<file path="src/rtl/piso_serializer_if.sv">
// Handshake/data bundle between a word source and the serializer.
// The master drives load/d; the serializer (slave) returns the serial line and the burst framing.
interface piso_serializer_if #(
  parameter int WIDTH = 4
);
  logic             load;
  logic [WIDTH-1:0] d;
  logic             dout;
  logic             valid;
  logic             busy;
  logic             done;

  modport master (
    output load,
    output d,
    input  dout,
    input  valid,
    input  busy,
    input  done
  );

  modport slave (
    input  load,
    input  d,
    output dout,
    output valid,
    output busy,
    output done
  );
endinterface

</file>
<file path="src/rtl/piso_serializer.sv">
// Parallel-in serial-out transmitter: loads a WIDTH-bit word and shifts it out one bit per clock,
// framed by valid/busy and a one-cycle done pulse. All outputs are registered.
//
//   state | meaning
//   IDLE  | waiting for load; all outputs low
//   SEND  | one data bit per cycle on dout, valid and busy high
//   FIN   | one-cycle done pulse; receiver word is complete in this cycle
module piso_serializer #(
  parameter int WIDTH     = 4,
  parameter bit MSB_FIRST = 1'b0
) (
  input  logic               clk,
  input  logic               rst,
  piso_serializer_if.slave   bus
);

  localparam int CW = $clog2(WIDTH);
  localparam logic [CW-1:0] CNT_LAST = CW'(WIDTH - 1);

  if (WIDTH < 2 || WIDTH > 16) begin : g_bad_width
    $error("piso_serializer: WIDTH must be between 2 and 16");
  end

  typedef enum logic [1:0] {
    IDLE = 2'd0,
    SEND = 2'd1,
    FIN  = 2'd2
  } state_t;

  state_t           state;
  logic [WIDTH-1:0] sreg;
  logic [CW-1:0]    cnt;
  logic             dout_q;
  logic             valid_q;
  logic             busy_q;
  logic             done_q;

  // dout is loaded with the bit that the shift register will present next, so it stays registered
  always_ff @(posedge clk or posedge rst) begin
    if (rst) begin
      state   <= IDLE;
      sreg    <= '0;
      cnt     <= '0;
      dout_q  <= 1'b0;
      valid_q <= 1'b0;
      busy_q  <= 1'b0;
      done_q  <= 1'b0;
    end else begin
      case (state)
        IDLE: begin
          done_q <= 1'b0;
          if (bus.load) begin
            state   <= SEND;
            sreg    <= bus.d;
            cnt     <= '0;
            dout_q  <= MSB_FIRST ? bus.d[WIDTH-1] : bus.d[0];
            valid_q <= 1'b1;
            busy_q  <= 1'b1;
          end else begin
            dout_q  <= 1'b0;
            valid_q <= 1'b0;
            busy_q  <= 1'b0;
          end
        end
        SEND: begin
          if (cnt == CNT_LAST) begin
            state   <= FIN;
            sreg    <= '0;
            dout_q  <= 1'b0;
            valid_q <= 1'b0;
            done_q  <= 1'b1;
          end else begin
            cnt <= cnt + CW'(1);
            if (MSB_FIRST) begin
              sreg   <= {sreg[WIDTH-2:0], 1'b0};
              dout_q <= sreg[WIDTH-2];
            end else begin
              sreg   <= {1'b0, sreg[WIDTH-1:1]};
              dout_q <= sreg[1];
            end
          end
        end
        FIN: begin
          state   <= IDLE;
          dout_q  <= 1'b0;
          valid_q <= 1'b0;
          busy_q  <= 1'b0;
          done_q  <= 1'b0;
        end
        default: begin
          state   <= IDLE;
          sreg    <= '0;
          cnt     <= '0;
          dout_q  <= 1'b0;
          valid_q <= 1'b0;
          busy_q  <= 1'b0;
          done_q  <= 1'b0;
        end
      endcase
    end
  end

  assign bus.dout  = dout_q;
  assign bus.valid = valid_q;
  assign bus.busy  = busy_q;
  assign bus.done  = done_q;

endmodule

</file>
<file path="src/flat_wrapper.sv">
// flat-port wrapper written by rule: the top's interface ports become plain ports
module piso_serializer_flat 
#(
  parameter int WIDTH     = 4,
  parameter bit MSB_FIRST = 1'b0
)
  (clk, rst, bus_load, bus_d, bus_dout, bus_valid, bus_busy, bus_done);
  piso_serializer_if #(.WIDTH(WIDTH)) bus_i ();
  input  logic clk;
  input  logic rst;
  input wire logic [$bits(bus_i.load)-1:0] bus_load;
  input wire logic [$bits(bus_i.d)-1:0] bus_d;
  output wire logic [$bits(bus_i.dout)-1:0] bus_dout;
  output wire logic [$bits(bus_i.valid)-1:0] bus_valid;
  output wire logic [$bits(bus_i.busy)-1:0] bus_busy;
  output wire logic [$bits(bus_i.done)-1:0] bus_done;
  assign bus_i.load = bus_load;
  assign bus_i.d = bus_d;
  assign bus_dout = bus_i.dout;
  assign bus_valid = bus_i.valid;
  assign bus_busy = bus_i.busy;
  assign bus_done = bus_i.done;
  piso_serializer #(.WIDTH(WIDTH), .MSB_FIRST(MSB_FIRST)) u_core (.clk(clk), .rst(rst), .bus(bus_i));
endmodule
</file>
<file path="config.mk">
export PLATFORM = sky130hd
export DESIGN_NAME = piso_serializer_flat
export DESIGN_NICKNAME = d
export VERILOG_FILES = /design/src/rtl/piso_serializer_if.sv /design/src/rtl/piso_serializer.sv /design/src/flat_wrapper.sv
export SDC_FILE = /design/constraint.sdc
export NUM_CORES = 1
export LEC_CHECK = 0
export ABC_CLOCK_PERIOD_IN_PS = 2100
export BUFFER_PORTS_ARGS = -buffer_cell sky130_fd_sc_hd__buf_2
export CORE_MARGIN = 1
export CORE_UTILIZATION = 35
export CTS_CLUSTER_DIAMETER = 150
export CTS_CLUSTER_SIZE = 24
export DETAILED_ROUTE_END_ITERATION = 12
export PLACE_DENSITY_LB_ADDON = 0.2
export SETUP_SLACK_MARGIN = 0.1
export SLEW_MARGIN = 20
export SYNTH_ARGS = -nofsm -noshare
export SYNTH_HDL_FRONTEND = slang
export SYNTH_SLANG_ARGS = --single-unit
</file>
<file path="constraint.sdc">
create_clock -name clk -period 2.1 [get_ports clk]
set_clock_uncertainty 0.15 [all_clocks]
set_input_delay 0.63 -clock clk [delete_from_list [all_inputs] [get_ports clk]]
set_output_delay 0.63 -clock clk [all_outputs]
set_load 0.05 [all_outputs]
</file>
# After elaboration in Yosys (flattened, before gate mapping)
# Cells that the tools add are included.
[classes]
add_sub_neg = 1
n_eq_ne = 6
muxes = 18
n_bitwise = 1
reduce_logical = 4
[op_table]
columns = ["op", "count"]
rows = [
  ["$pmux W4 S3", 1],
  ["$mux W2", 4],
  ["$mux W1", 6],
  ["$pmux W1 S2", 3],
  ["$pmux W2 S3", 1],
  ["$eq A2 B2 Y1 const B", 2],
  ["$mux W4", 1],
  ["$ne A2 B2 Y1 const B", 2],
  ["$pmux W2 S2", 1],
  ["$reduce_and A2 Y1", 2],
  ["$mux W3", 1],
  ["$reduce_and A3 Y1", 1],
  ["$add A2 B1 Y2 const B", 1],
  ["$eq A2 B1 Y1 const B", 1],
  ["$logic_not A2 Y1", 1],
  ["$ne A2 B1 Y1 const B", 1],
  ["$not A1 Y1", 1],
]
[word_totals]
register_bits = 12
input_bits = 7
output_inout_bits = 4
elab_cells = 37

# Longest topological paths before layout
# Gate-level depths: netlist of the first run.
[depth]
ltp_word = 3
ltp_mapped = 4
depth_no_buf = 3

# Worst setup path after synthesis of the first run
# OpenSTA, ideal clock, no wires.
[synth_timing]
path_type = "reg2out"
from = "register u_core.valid_q (netlist: u_core.bus.valid)"
to = "output port bus_valid"
t_arrival_ns = 0.601
required_time_ns = 1.320
setup_slack_ns = 0.719
path_stages_with_launch = 1
path_buffers = 0
path_cell_list = "dfrtp_1"
[synth_rtl]
columns = ["item", "line_no", "text"]
rows = [
  ["start, declared", "piso_serializer.sv:34", "logic valid_q;"],
  ["start signal, assigned", "piso_serializer.sv:45", "valid_q <= 1'b0;"],
  ["start signal, assigned", "piso_serializer.sv:57", "valid_q <= 1'b1;"],
  ["start signal, assigned", "piso_serializer.sv:61", "valid_q <= 1'b0;"],
  ["end, declared", "flat_wrapper.sv:14", "output wire logic [$bits(bus_i.valid)-1:0] bus_valid;"],
]
# No word-level cell between the ends.

# Final worst setup path of the first run
[layout_timing]
from = "register u_core.valid_q (netlist: u_core.bus.valid)"
to = "output port bus_valid"
# No word-level cell between the ends.

==> qor_table.md, run 1 <==
| Quantity | Reported | Unit |
|:---|:---|:---|
| Pre-CTS setup slack | 0.5134 | ns |
| Switch share | 0.4465 | - |
| Clk slew on worst S/H paths | 0.07 | ns |
| Family with the most delay on the worst path | flip-flops | - |
| Switching Power | 425.1 | uW |
| Global-route congestion overflow total | 0 | - |
| # DRC | 0 | - |
| Buffers inserted by post-CTS timing repair | 0 | - |
| Total number of placement rows | 13 | - |
| Final worst setup slack | 0.4290 | ns |
| Number of placed instances, taps included | 62 | - |
| Wirelength per Cell | 12.80 | um |
| Die height | 39.72 | um |
| Setup CP Type | reg -> out | - |
| Global-route wire length before repair | 1.449 | mm |
| Length of the first detailed-routing pass in iterations | 2 | - |
| Remaining antenna violation count after routing | 0 | - |
| TritonCTS clock tree | done | - |
| Critical-path maximum fanout | 2 | - |
| Dominant cells by area after synthesis | sky130_fd_sc_hd__dfrtp_1, sky130_fd_sc_hd__mux2i_1, sky130_fd_sc_hd__o2bb2ai_1 | - |
| Wire length reported by the detailed router | 845 | um |
| Post-Syn Area per Cell | 12.45 | sq um |
| Timing-limited maximum frequency | 0.5984 | GHz |
| Top-level port count | 11 | - |
| Net count after synthesis | 48 | - |
| Effective utilization at floorplan | 0.3780 | - |
| Final Hold Vio Count | 0 | - |
| Static leakage | 0.2958 | nW |
| Critical path launch point type | flop | - |
| Number of DRC markers in iteration 0 | 3 | - |
| # hold bufs at CTS | 0 | - |
| Total number of vias | 319 | - |
| CP max stage cell | sky130_fd_sc_hd__dfrtp_1 | - |
| Fraction of post-synthesis cell area in the top cell type by area | 0.5528 | - |
| Dpl hpwl | 632.6 | um |
| Number of antenna violations at the first check in global routing | 0 | - |
| Clk sink count | 11 | - |
| Number of buffer cells added on primary ports | 10 | - |
| GRT Resource Usage Total | 0.1480 | - |
| Top library cells by usage in the layout, fill and taps aside | sky130_fd_sc_hd__dfrtp_1, sky130_fd_sc_hd__buf_2, sky130_fd_sc_hd__nor2_1 | - |
| Clock power frac | 0.153 | - |
| Count of final max-slew check failures | 0 | - |
| Critical path capture point type | primary output | - |
| Run status | complete, no violations | - |
| IR Drop Worst-Case VDD | 0.4588 | mV |
| TritonCTS Buffers | 3 | - |
| Share of final-layout standard cells stronger than drive strength 1 | 0.3137 | - |
| Internal cell power | 526.9 | uW |
| Sum Neg Setup Slack | 0 | ns |
| Shortest period the worst path allows | 1.671 | ns |
| Total Nets Final | 60 | - |
| Yosys warning total | 0 | - |
| Buffer depth of the longest clock path | 2 | - |
| Mapped cell area | 498.0 | sq um |
| Die ar. | 0.001578 | sq mm |
| Tightest Hold Check Type | in -> async | - |
| Series of cell instances along the critical path | buf_2 | - |
| Cell count after synthesis | 40 | - |
| Post-layout instance area | 569.3 | sq um |
| Setup repair after global routing missed its margin | false | - |
| Count of distinct cell types in the synthesized netlist | 17 | - |
| Area after DPL | 543.0 | sq um |
| Vias/cell | 4.833 | - |
| Fraction of power consumed by combinational cells | 0.445 | - |
| Buffers and inverters on the worst path | 1 | - |
| Gates resized, CTS repair | 0 | - |
| Final critical-path share of the clock period | 0.7957 | - |
| Tightest Pin Transition | 0.4172 | ns |
| Largest net degree at the start of global routing | 12 | - |
| Horiz. Die Dim | 39.72 | um |
| Max_cap viols | 0 | - |
| Growth of design area from synthesis to finish | 14.32 | % |
| Part of the power in registers | 0.402 | - |
| CTS Root Cell | sky130_fd_sc_hd__clkbuf_4 | - |
| Number of standard cells in the final layout excluding fillers | 66 | - |
| Placer Congestion | 0.7264 | - |
| Clock latency on the worst-skew pair | 0.27 | ns |
| Diodes inserted | 0 | - |
| Setup violators final | 0 | - |
| Power density normalized to cell area | 1672 | mW/mm^2 |
| Layout fillers | 131 | - |
| CTS H-Tree Depth | 1 | - |
| Vias in the first global route | 334 | - |
| Crit path arrival time | 0.89 | ns |
| Worst slew margin | 0.7216 | - |
| Cell accounting for the most synthesized area | sky130_fd_sc_hd__dfrtp_1 | - |
| Number of synthesized register bits | 11 | - |
| Crit path largest cell delay | 0.35 | ns |
| Final hold slack | 0.1880 | ns |
| Most common library cell in the layout ignoring fill and taps | sky130_fd_sc_hd__dfrtp_1 | - |
| Proportion of synthesized chip area in sequential cells | 0.5528 | - |
| Data required, critical path | 1.32 | ns |
| Core outline area | 0.001318 | sq mm |
==> registers in the layout, indices dropped and copies added (netlist names) <==
name / flops
u_core.bus.busy: 1
u_core.bus.done: 1
u_core.bus.dout: 1
u_core.bus.valid: 1
u_core.cnt: 2
u_core.sreg: 3
u_core.state: 2
==> cell families (layout without fill, tap and decap cells) <==
kind of cell / Yosys count / after routing / share of synthesized area
buffers and inverters: 5 / 16 / 0.06281
multiplexers: 5 / 5 / 0.1005
flip-flops: 11 / 11 / 0.5528
XOR/XNOR: 1 / 1 / 0.01759
AO/OA/AOI/OAI: 7 / 7 / 0.1156
adder cells (fa/ha/maj): 1 / 1 / 0.02512
AND/OR/NAND/NOR: 10 / 10 / 0.1256
==> per-layer routing <==
layer  track usage  up-vias  wire length [um]
met5             0        -                 0
met4        0.1034        0                16
met3       0.03409        2                39
met2        0.2295        8               385
met1        0.1773      150               404
li1              -      159                 -
==> worst paths after layout <==
path / start / endpoint / slack (ns) / cells after the start
setup / recovery: u_core.bus.valid$_DFFE_PP0P_ / bus_valid / 0.43 / 1
setup reg to reg: u_core.cnt[0]$_DFFE_PP0P_ / u_core.bus.dout$_DFF_PP0_ / 0.77 / 3
hold / removal: rst / u_core.bus.dout$_DFF_PP0_ / 0.19 / 2
hold reg to reg: u_core.state[1]$_DFFE_PP0P_ / u_core.bus.busy$_DFFE_PP0P_ / 0.30 / 1
max in group asynchronous: rst / u_core.bus.done$_DFFE_PP0P_ / 1.32 / 2
min in group clk: u_core.state[1]$_DFFE_PP0P_ / u_core.bus.busy$_DFFE_PP0P_ / 0.30 / 1
==> synth_stat cells, drive strengths merged <==
master    n
dfrtp    11
nor2      7
mux2i     5
o2bb2ai   4
buf       2
inv       2
nand2b    2
a21o      1
a22o      1
clkbuf    1
ha        1
nor2b     1
o22ai     1
xor2      1
==> per-stage QoR <==
| step | power, mW | util |
|---|---|---|
| floorplan | 0.7313 | - |
| global placement | 0.7859 | 0.4122 |
| detailed placement | 0.8120 | 0.4122 |
| CTS | 0.9597 | 0.4321 |
| global route | 1.020 | 0.4321 |
| finish | 0.9520 | 0.4321 |
==> power by group through the flow <==
| stage | sequential [mW] | combinational, mW | clock, mW |
|---|---|---|---|
| floorplan | 0.476 | 0.255 | 0 |
| global placement | 0.377 | 0.408 | 0 |
| detailed placement | 0.385 | 0.427 | 0 |
| CTS | 0.382 | 0.427 | 0.151 |
| global route | 0.400 | 0.459 | 0.160 |
| finish | 0.383 | 0.423 | 0.146 |
==> layout make-up <==
| type | count | area [sq um] | share of cell area |
|---|---|---|---|
| multi-input cells | 24 | 191.4 | 0.3363 |
| clock buffers | 4 | 26.28 | 0.04615 |
| inverters | 2 | 7.507 | 0.01319 |
| repair buffers | 10 | 50.05 | 0.08791 |
| well taps | 15 | 18.77 | 0.03297 |
| flip-flops and latches | 11 | 275.3 | 0.4835 |
Note: power is estimated with default switching activity, not from simulation.
==> run 2, diff against run 1 <==
--- a/config.mk
+++ b/config.mk
@@ -5,7 +5,8 @@
 export SDC_FILE = /design/constraint.sdc
 export NUM_CORES = 1
 export LEC_CHECK = 0
-export ABC_CLOCK_PERIOD_IN_PS = 2100
+export ABC_AREA = 1
+export ABC_CLOCK_PERIOD_IN_PS = 1600
 export BUFFER_PORTS_ARGS = -buffer_cell sky130_fd_sc_hd__buf_2
 export CORE_MARGIN = 1
 export CORE_UTILIZATION = 35
==> constraint.sdc (replaced) <==
create_clock -name clk -period 1.6 [get_ports clk]
set_clock_uncertainty 0.15 [all_clocks]
set_input_delay 0.48 -clock clk [delete_from_list [all_inputs] [get_ports clk]]
set_output_delay 0.48 -clock clk [all_outputs]
set_load 0.05 [all_outputs]
==> run 2 against run 1 <==
Effect of this change: highest routed layer unchanged; register-to-register slack got worse by 0.43 ns; first-iteration DRC count is 100% higher; via count increased by 17%.
==> qor_table.md, run 2 <==
| Quantity | Reported | Unit | Change |
|:---|:---|:---|:---|
| Run status | complete, no violations | - |  |
| Growth of design area from synthesis to finish | 21.59 | % |  |
| Met1 layer wirelength in the final routing | 395 | um | -2.2% |
| Total number of placement rows | 13 | - | unchanged |
| Setup repair after global routing missed its margin | false | - |  |
| Core outline area | 0.001301 | sq mm | -1.2% |
| Post-Syn Area per Cell | 8.539 | sq um | -31% |
| GRT Resource Usage Total | 0.1342 | - | -0.01375 |
| Static leakage | 0.3443 | nW | +16% |
| Overall power of the completed layout | 1.238 | mW | +30% |
| CP max stage cell | sky130_fd_sc_hd__dfrtp_1 | - |  |
| Highest metal used | met4 | - |  |
| CTS Root Cell | sky130_fd_sc_hd__clkbuf_4 | - |  |
| Number of antenna violations at the first check in global routing | 0 | - | unchanged |
| Top flip-flop cell by instance count after synthesis | sky130_fd_sc_hd__dfrtp_1 | - |  |
| Tightest Pin Transition | 0.4032 | ns | -0.01404 ns |
| Die height | 39.29 | um | -1.1% |
| Fraction of post-synthesis cell area in the top cell type by area | 0.5656 | - | +0.01279 |
| Remaining antenna violation count after routing | 0 | - | unchanged |
| Tightest Hold Check Type | in -> async | - |  |
| Clk slew on worst S/H paths | 0.07 | ns | about the same |
| Number of DRC markers in iteration 0 | 6 | - | +3 |
| Critical path launch point type | flop | - |  |
| Register ranked first by flip-flop count | u_core.sreg | - |  |
| Final hold slack | 0.02900 | ns | -0.1590 ns |
| Vias/cell | 4.337 | - | -10% |
| Number of buffer cells added on primary ports | 10 | - | unchanged |
| Wirelength per Cell | 10.00 | um | -22% |
| FF+latch area | 275.3 | sq um | unchanged |
| Dpl hpwl | 676.5 | um | +6.9% |
| Global-route wire length before repair | 1.242 | mm | -14% |
| Buffer depth of the longest clock path | 2 | - | unchanged |
| Flip-flop count of the largest register after layout | 3 | - | unchanged |
| Combined area of the multi-input logic cells | 181.4 | sq um | -5.2% |
| Vias in the first global route | 293 | - | -12% |
| Proportion of synthesized chip area in sequential cells | 0.5656 | - | +0.01279 |
| Horiz. Die Dim | 39.29 | um | -1.1% |
| Power density normalized to cell area | 2091 | mW/mm^2 | +25% |
| Worst slew margin | 0.7309 | - | +0.009374 |
| Final Hold Vio Count | 0 | - | unchanged |
| Mapped cell area | 486.7 | sq um | -2.3% |
| TritonCTS Buffers | 3 | - | unchanged |
| # hold bufs at CTS | 0 | - | unchanged |
| Detailed route wirelength on metal2 | 399 | um | +3.6% |
| Met3 Wirelength | 28 | um | -28% |
| Clock power frac | 0.154 | - | about the same |
| Wire length reported by the detailed router | 860 | um | +1.8% |
| Top library cells by usage in the layout, fill and taps aside | sky130_fd_sc_hd__nand2_1, sky130_fd_sc_hd__dfrtp_1, sky130_fd_sc_hd__inv_1, sky130_fd_sc_hd__buf_2, sky130_fd_sc_hd__nand2_2 | - |  |
| Crit path largest cell delay | 0.39 | ns | +0.04 ns |
| Number of synthesized flops with an enable pin | 0 | - | unchanged |
| Largest registers | u_core.sreg: 3 flops, u_core.cnt: 2 flops, u_core.state: 2 flops | - |  |
| Clock latency on the worst-skew pair | 0.27 | ns | about the same |
| Data required, critical path | 0.97 | ns | -0.35 ns |
| Timing-limited maximum frequency | 0.6765 | GHz |  |
| Length of the first detailed-routing pass in iterations | 4 | - | +2 |
| Cell count after synthesis | 57 | - | +43% |
| Count of final max-slew check failures | 0 | - | unchanged |
| Max_cap viols | 0 | - | unchanged |
| Fraction of power consumed by combinational cells | 0.474 | - | +0.029 |
| Crit path arrival time | 0.85 | ns | -0.04 ns |
| Dominant cells by area after synthesis | sky130_fd_sc_hd__dfrtp_1, sky130_fd_sc_hd__nand2_1, sky130_fd_sc_hd__nand2_2 | - |  |
| Die ar. | 0.001544 | sq mm | -2.2% |
| # DRC | 0 | - | unchanged |
| CTS H-Tree Depth | 1 | - | unchanged |
| Shortest period the worst path allows | 1.478 | ns |  |
| Number of synthesized register bits | 11 | - | unchanged |
| Setup CP Type | reg -> out | - |  |
| Final critical-path share of the clock period | 0.9238 | - |  |
| Async set-reset flop share out of synthesis | 1.000 | - | unchanged |
| Critical-path maximum fanout | 2 | - | unchanged |
| Switch share | 0.4558 | - | +0.009270 |
| Commonest cells in the netlist | sky130_fd_sc_hd__nand2_1, sky130_fd_sc_hd__dfrtp_1, sky130_fd_sc_hd__inv_1, sky130_fd_sc_hd__nand2_2, sky130_fd_sc_hd__nor2_1 | - |  |
| Layout fillers | 125 | - | -4.6% |
| IR Drop Worst-Case VDD | 0.9334 | mV | +100% |
| Diodes inserted | 0 | - | unchanged |
| Total Nets Final | 80 | - | +33% |
| Critical path capture point type | primary output | - |  |
| Internal cell power | 673.5 | uW | +28% |
| Top-count cell post-synth | sky130_fd_sc_hd__nand2_1 | - |  |
| Family with the most delay on the worst path | flip-flops | - |  |
| Part of the power in registers | 0.372 | - | -0.030 |
| Top-level port count | 11 | - | unchanged |
| Switching Power | 564.1 | uW | +33% |
| Effective utilization at floorplan | 0.3740 | - | -0.003929 |
| Setup violators final | 0 | - | unchanged |
| Count of distinct cell types in the synthesized netlist | 12 | - | -5 |
| Global-route congestion overflow total | 0 | - | unchanged |
| Buffers and inverters on the worst path | 1 | - | unchanged |
| Placer Congestion | 0.7098 | - | -2.3% |
| Most common library cell in the layout ignoring fill and taps | sky130_fd_sc_hd__nand2_1 | - |  |
| Clk sink count | 11 | - | unchanged |
| TritonCTS clock tree | done | - |  |
| Series of cell instances along the critical path | buf_4 | - |  |
| Buffers inserted by post-CTS timing repair | 0 | - | unchanged |
| Sum Neg Setup Slack | 0 | ns | unchanged |
| Yosys warning total | 0 | - | unchanged |
| Share of final-layout standard cells stronger than drive strength 1 | 0.3239 | - | +0.01022 |
| Cell accounting for the most synthesized area | sky130_fd_sc_hd__dfrtp_1 | - |  |
| Net count after synthesis | 65 | - | +35% |
| Total number of vias | 373 | - | +17% |
| Largest net degree at the start of global routing | 12 | - | unchanged |
==> run 2: changes by cell type after synthesis, sizes merged, moves of 2 or more <==
cell,previous run,this run
buf,2,0
inv,2,8
mux2i,5,0
nand2,0,27
nand2b,2,0
nand3,0,2
o21ai,0,2
o2bb2ai,4,0
==> run 2: final cells by class <==
cell class | count | share of cell area
clock buffer | 4 | 0.04440
inverter | 8 | 0.05074
multi-input combinational | 38 | 0.3066
sequential | 11 | 0.4651
tap | 15 | 0.03171
timing repair buffer | 10 | 0.1015
==> run 2: per-stage QoR <==
stage	util	instance area (sq um)	worst slack [ns]	cells
3_5_place_dp	0.4269	555.5	0.3517	82
6_report	0.4548	591.8	0.1219	86
3_3_place_gp	0.4269	555.5	0.3799	82
4_1_cts	0.4529	589.3	0.1133	86
2_1_floorplan	-	486.7	0.3694	57
5_1_grt	0.4548	591.8	0.1042	86
==> run 2: logic make-up (layout without fill, tap and decap cells) <==
group           after synthesis  after routing  share of synthesized area
fa+ha+maj                     1              1                    0.02570
compound gates                2              2                    0.02055
simple gates                 35             35                     0.3265
flops                        11             11                     0.5655
buf+inv                       8             22                    0.06170
==> run 2: power groups by stage <==
stage	logic, mW	clock network, mW	registers [mW]
after global routing	0.653	0.204	0.473
after detailed placement	0.570	0	0.461
after global placement	0.566	0	0.458
after floorplan	0.291	0	0.616
after CTS	0.590	0.194	0.459
final	0.586	0.191	0.460
==> run 2: timing repair <==
| item | 4_1_cts | 5_1_grt |
|---|---|---|
| resized for setup | 3 | 1 |
| endpoints found under the hold margin | 0 | 0 |
| endpoints found under the setup margin | 3 | 1 |
==> run 2: path summary, 6_finish.rpt <==
| check | slack (ns) | startpoint | end | cells past startpoint |
|---|---|---|---|---|
| min reg2reg | 0.33 | u_core.bus.valid$_DFFE_PP0P_ | u_core.bus.valid$_DFFE_PP0P_ | 2 |
| max | 0.12 | u_core.bus.done$_DFFE_PP0P_ | bus_done | 1 |
| max in group asynchronous | 0.99 | rst | u_core.bus.dout$_DFF_PP0_ | 2 |
| min | 0.03 | rst | u_core.cnt[0]$_DFFE_PP0P_ | 2 |
| max reg2reg | 0.34 | u_core.cnt[0]$_DFFE_PP0P_ | u_core.sreg[1]$_DFFE_PP0P_ | 4 |
| min in group clk | 0.26 | bus_d[0] | u_core.bus.dout$_DFF_PP0_ | 3 |
==> run 2: metal layers <==
| layer | global-route usage | vias up |
|---|---|---|
| li1 | - | 196 |
| met1 | 0.1709 | 164 |
| met2 | 0.1792 | 8 |
| met3 | 0.03409 | 5 |
| met4 | 0.1293 | 0 |
| met5 | 0 | - |
==> run 3, diff against run 2 <==
--- a/config.mk
+++ b/config.mk
@@ -8,6 +8,8 @@
 export ABC_AREA = 1
 export ABC_CLOCK_PERIOD_IN_PS = 1600
 export BUFFER_PORTS_ARGS = -buffer_cell sky130_fd_sc_hd__buf_2
+export CELL_PAD_IN_SITES_DETAIL_PLACEMENT = 1
+export CELL_PAD_IN_SITES_GLOBAL_PLACEMENT = 1
 export CORE_MARGIN = 1
 export CORE_UTILIZATION = 35
 export CTS_CLUSTER_DIAMETER = 150
==> run 3 against run 2 <==
Effect of this change: cell count did not move; sequential share of layout area down 0.29 points; maximum frequency up 0.77%; routed wire length increased by 3.4%; global-route usage up 2.5 points; critical path type unchanged; largest power group unchanged; highest routed layer unchanged.
==> qor_table.md, run 3 (same netlist as run 2, synthesis figures left out) <==
| Quantity | Reported | Unit | Change |
|:---|:---|:---|:---|
| Run status | complete, no violations | - |  |
| # hold bufs at CTS | 0 | - | unchanged |
| Tightest Hold Check Type | in -> async | - |  |
| Diodes inserted | 0 | - | unchanged |
| Most common library cell in the layout ignoring fill and taps | sky130_fd_sc_hd__nand2_1 | - |  |
| Max_cap viols | 0 | - | unchanged |
| Setup repair after global routing missed its margin | false | - |  |
| Final Hold Vio Count | 0 | - | unchanged |
| Dpl hpwl | 700.6 | um | +3.6% |
| Wire length reported by the detailed router | 889 | um | +3.4% |
| Pre-CTS setup slack | 0.3295 | ns | -0.02215 ns |
| Total number of placement rows | 13 | - | unchanged |
| Total number of vias | 383 | - | +2.7% |
| IR Drop Worst-Case VDD | 0.9221 | mV | -1.2% |
| Timing-limited maximum frequency | 0.6818 | GHz | +0.77% |
| Clock latency on the worst-skew pair | 0.27 | ns | about the same |
| Family with the most delay on the worst path | flip-flops | - |  |
| Data required, critical path | 0.97 | ns | about the same |
| Horiz. Die Dim | 39.29 | um | unchanged |
| Clk sink count | 11 | - | unchanged |
| Critical path capture point type | primary output | - |  |
| Buffers inserted by post-CTS timing repair | 0 | - | unchanged |
| Length of the first detailed-routing pass in iterations | 2 | - | -2 |
| # DRC | 0 | - | unchanged |
| Clk slew on worst S/H paths | 0.07 | ns | about the same |
| Tightest Pin Transition | 0.4064 | ns | +0.003212 ns |
| Global-route congestion overflow total | 0 | - | unchanged |
| Switching Power | 568.0 | uW | +0.68% |
| Shortest period the worst path allows | 1.467 | ns | -0.01133 ns |
| Critical path launch point type | flop | - |  |
| Core Util, Final | 0.4577 | - | +0.002884 |
| CTS H-Tree Depth | 1 | - | unchanged |
| Combined area of the multi-input logic cells | 181.4 | sq um | unchanged |
| Sum Neg Setup Slack | 0 | ns | unchanged |
| Area after DPL | 555.5 | sq um | unchanged |
| Buffer depth of the longest clock path | 2 | - | unchanged |
| Power density normalized to cell area | 2095 | mW/mm^2 | +0.19% |
| Crit path largest cell delay | 0.38 | ns | about the same |
| Effective utilization at floorplan | 0.3740 | - | unchanged |
| Layout fillers | 172 | - | +38% |
| Vias in the first global route | 356 | - | +22% |
| TritonCTS Buffers | 3 | - | unchanged |
| Static leakage | 0.3451 | nW | +0.24% |
| Die ar. | 0.001544 | sq mm | unchanged |
| Setup CP Type | reg -> out | - |  |
| Crit path arrival time | 0.84 | ns | about the same |
| Number of buffer cells added on primary ports | 10 | - | unchanged |
| Buffers and inverters on the worst path | 1 | - | unchanged |
| Count of final max-slew check failures | 0 | - | unchanged |
| Global-route wire length before repair | 1.497 | mm | +21% |
| GRT Resource Usage Total | 0.1594 | - | +0.02520 |
| Remaining antenna violation count after routing | 0 | - | unchanged |
| Placer Congestion | 0.6914 | - | -2.6% |
| Number of antenna violations at the first check in global routing | 0 | - | unchanged |
| Switch share | 0.4552 | - | -0.0006489 |
| Flip-flop count of the largest register after layout | 3 | - | unchanged |
| TritonCTS clock tree | done | - |  |
| Setup violators final | 0 | - | unchanged |
| Growth of design area from synthesis to finish | 22.36 | % |  |
| Clock power frac | 0.155 | - | about the same |
| Post-layout instance area | 595.6 | sq um | +0.63% |
| Final critical-path share of the clock period | 0.9168 | - | -0.007082 |
| Series of cell instances along the critical path | buf_4 | - |  |
| Largest net degree at the start of global routing | 12 | - | unchanged |
| Total Nets Final | 80 | - | unchanged |
| Register ranked first by flip-flop count | u_core.sreg | - |  |
| CP max stage cell | sky130_fd_sc_hd__dfrtp_1 | - |  |
| Critical-path maximum fanout | 2 | - | unchanged |
| Die height | 39.29 | um | unchanged |
| Largest registers | u_core.sreg: 3 flops, u_core.cnt: 2 flops, u_core.state: 2 flops | - |  |
| CTS Root Cell | sky130_fd_sc_hd__clkbuf_4 | - |  |
| Fraction of power consumed by combinational cells | 0.477 | - | +0.003 |
| Vias/cell | 4.453 | - | +2.7% |
| Internal cell power | 679.9 | uW | +0.94% |
| Final worst setup slack | 0.1332 | ns | +0.01133 ns |
| Part of the power in registers | 0.368 | - | -0.004 |
| Wirelength per Cell | 10.34 | um | +3.4% |
| Core outline area | 0.001301 | sq mm | unchanged |
| FF+latch area | 275.3 | sq um | unchanged |
| Worst slew margin | 0.7288 | - | -0.002144 |
| Top-level port count | 11 | - | unchanged |
| Number of DRC markers in iteration 0 | 6 | - | unchanged |
| Top library cells by usage in the layout, fill and taps aside | sky130_fd_sc_hd__nand2_1, sky130_fd_sc_hd__dfrtp_1, sky130_fd_sc_hd__inv_1, sky130_fd_sc_hd__buf_2, sky130_fd_sc_hd__nand2_2 | - |  |
| Share of final-layout standard cells stronger than drive strength 1 | 0.3239 | - | unchanged |
==> run 3: cell counts in the layout (fill, tap and decap cells not counted) <==
Identical to the previous run, type by type.
==> run 3: final cells by class <==
type | count | share of cell area
Clock buffer | 4 | 0.04412
Inverter | 8 | 0.05042
Multi-Input combinational cell | 38 | 0.3046
Sequential cell | 11 | 0.4622
Tap cell | 15 | 0.03151
Timing Repair Buffer | 10 | 0.1071
==> run 3: repair_timing <==
action                     4_1_cts  5_1_grt
setup endpoints to repair        3        2
resized for setup                3        2
cloned                           0        0
==> run 3: worst paths after layout <==
kind	end	startpoint	depth (start not counted)	slack [ns]
worst max-delay path	bus_valid	u_core.bus.valid$_DFFE_PP0P_	1	0.13
worst min-delay path	u_core.sreg[1]$_DFFE_PP0P_	rst	2	0.03
worst max register to register	u_core.sreg[1]$_DFFE_PP0P_	u_core.cnt[0]$_DFFE_PP0P_	4	0.32
worst min register to register	u_core.cnt[1]$_DFFE_PP0P_	u_core.cnt[1]$_DFFE_PP0P_	2	0.32
max in group asynchronous	u_core.bus.busy$_DFFE_PP0P_	rst	2	0.98
min in group clk	u_core.bus.dout$_DFF_PP0_	bus_d[0]	3	0.25
==> run 3: metal layers <==
metal / GRT usage / part of all wire / vias up
li1: - / - / 202
met1: 0.1957 / 0.50 / 169
met2: 0.2250 / 0.42 / 7
met3: 0.05114 / 0.038 / 5
met4: 0.1293 / 0.045 / 0
met5: 0 / 0 / -
==> run 3: worst reg2reg max path, delay by kind of cell (launching register included) <==
family	cells	cell delay (ns)
DFF	1	0.40
and+or+nand+nor	3	0.39
adders and majority gates	1	0.28
==> run 3: through the flow <==
stage	total power [mW]	hold slack [ns]	instances
6_report	1.248	0.02739	86
3_5_place_dp	1.038	0.3153	82
3_3_place_gp	1.030	0.3098	82
4_1_cts	1.253	0.05122	86
2_1_floorplan	0.9060	0.1824	57
5_1_grt	1.357	0.07909	86
==> run 3: power groups by stage <==
stage	combinational, mW	clock [mW]	sequential (mW)
final	0.595	0.194	0.459
after global routing	0.674	0.207	0.475
after CTS	0.599	0.196	0.458
after detailed placement	0.577	0	0.461
after global placement	0.570	0	0.460
after floorplan	0.291	0	0.616
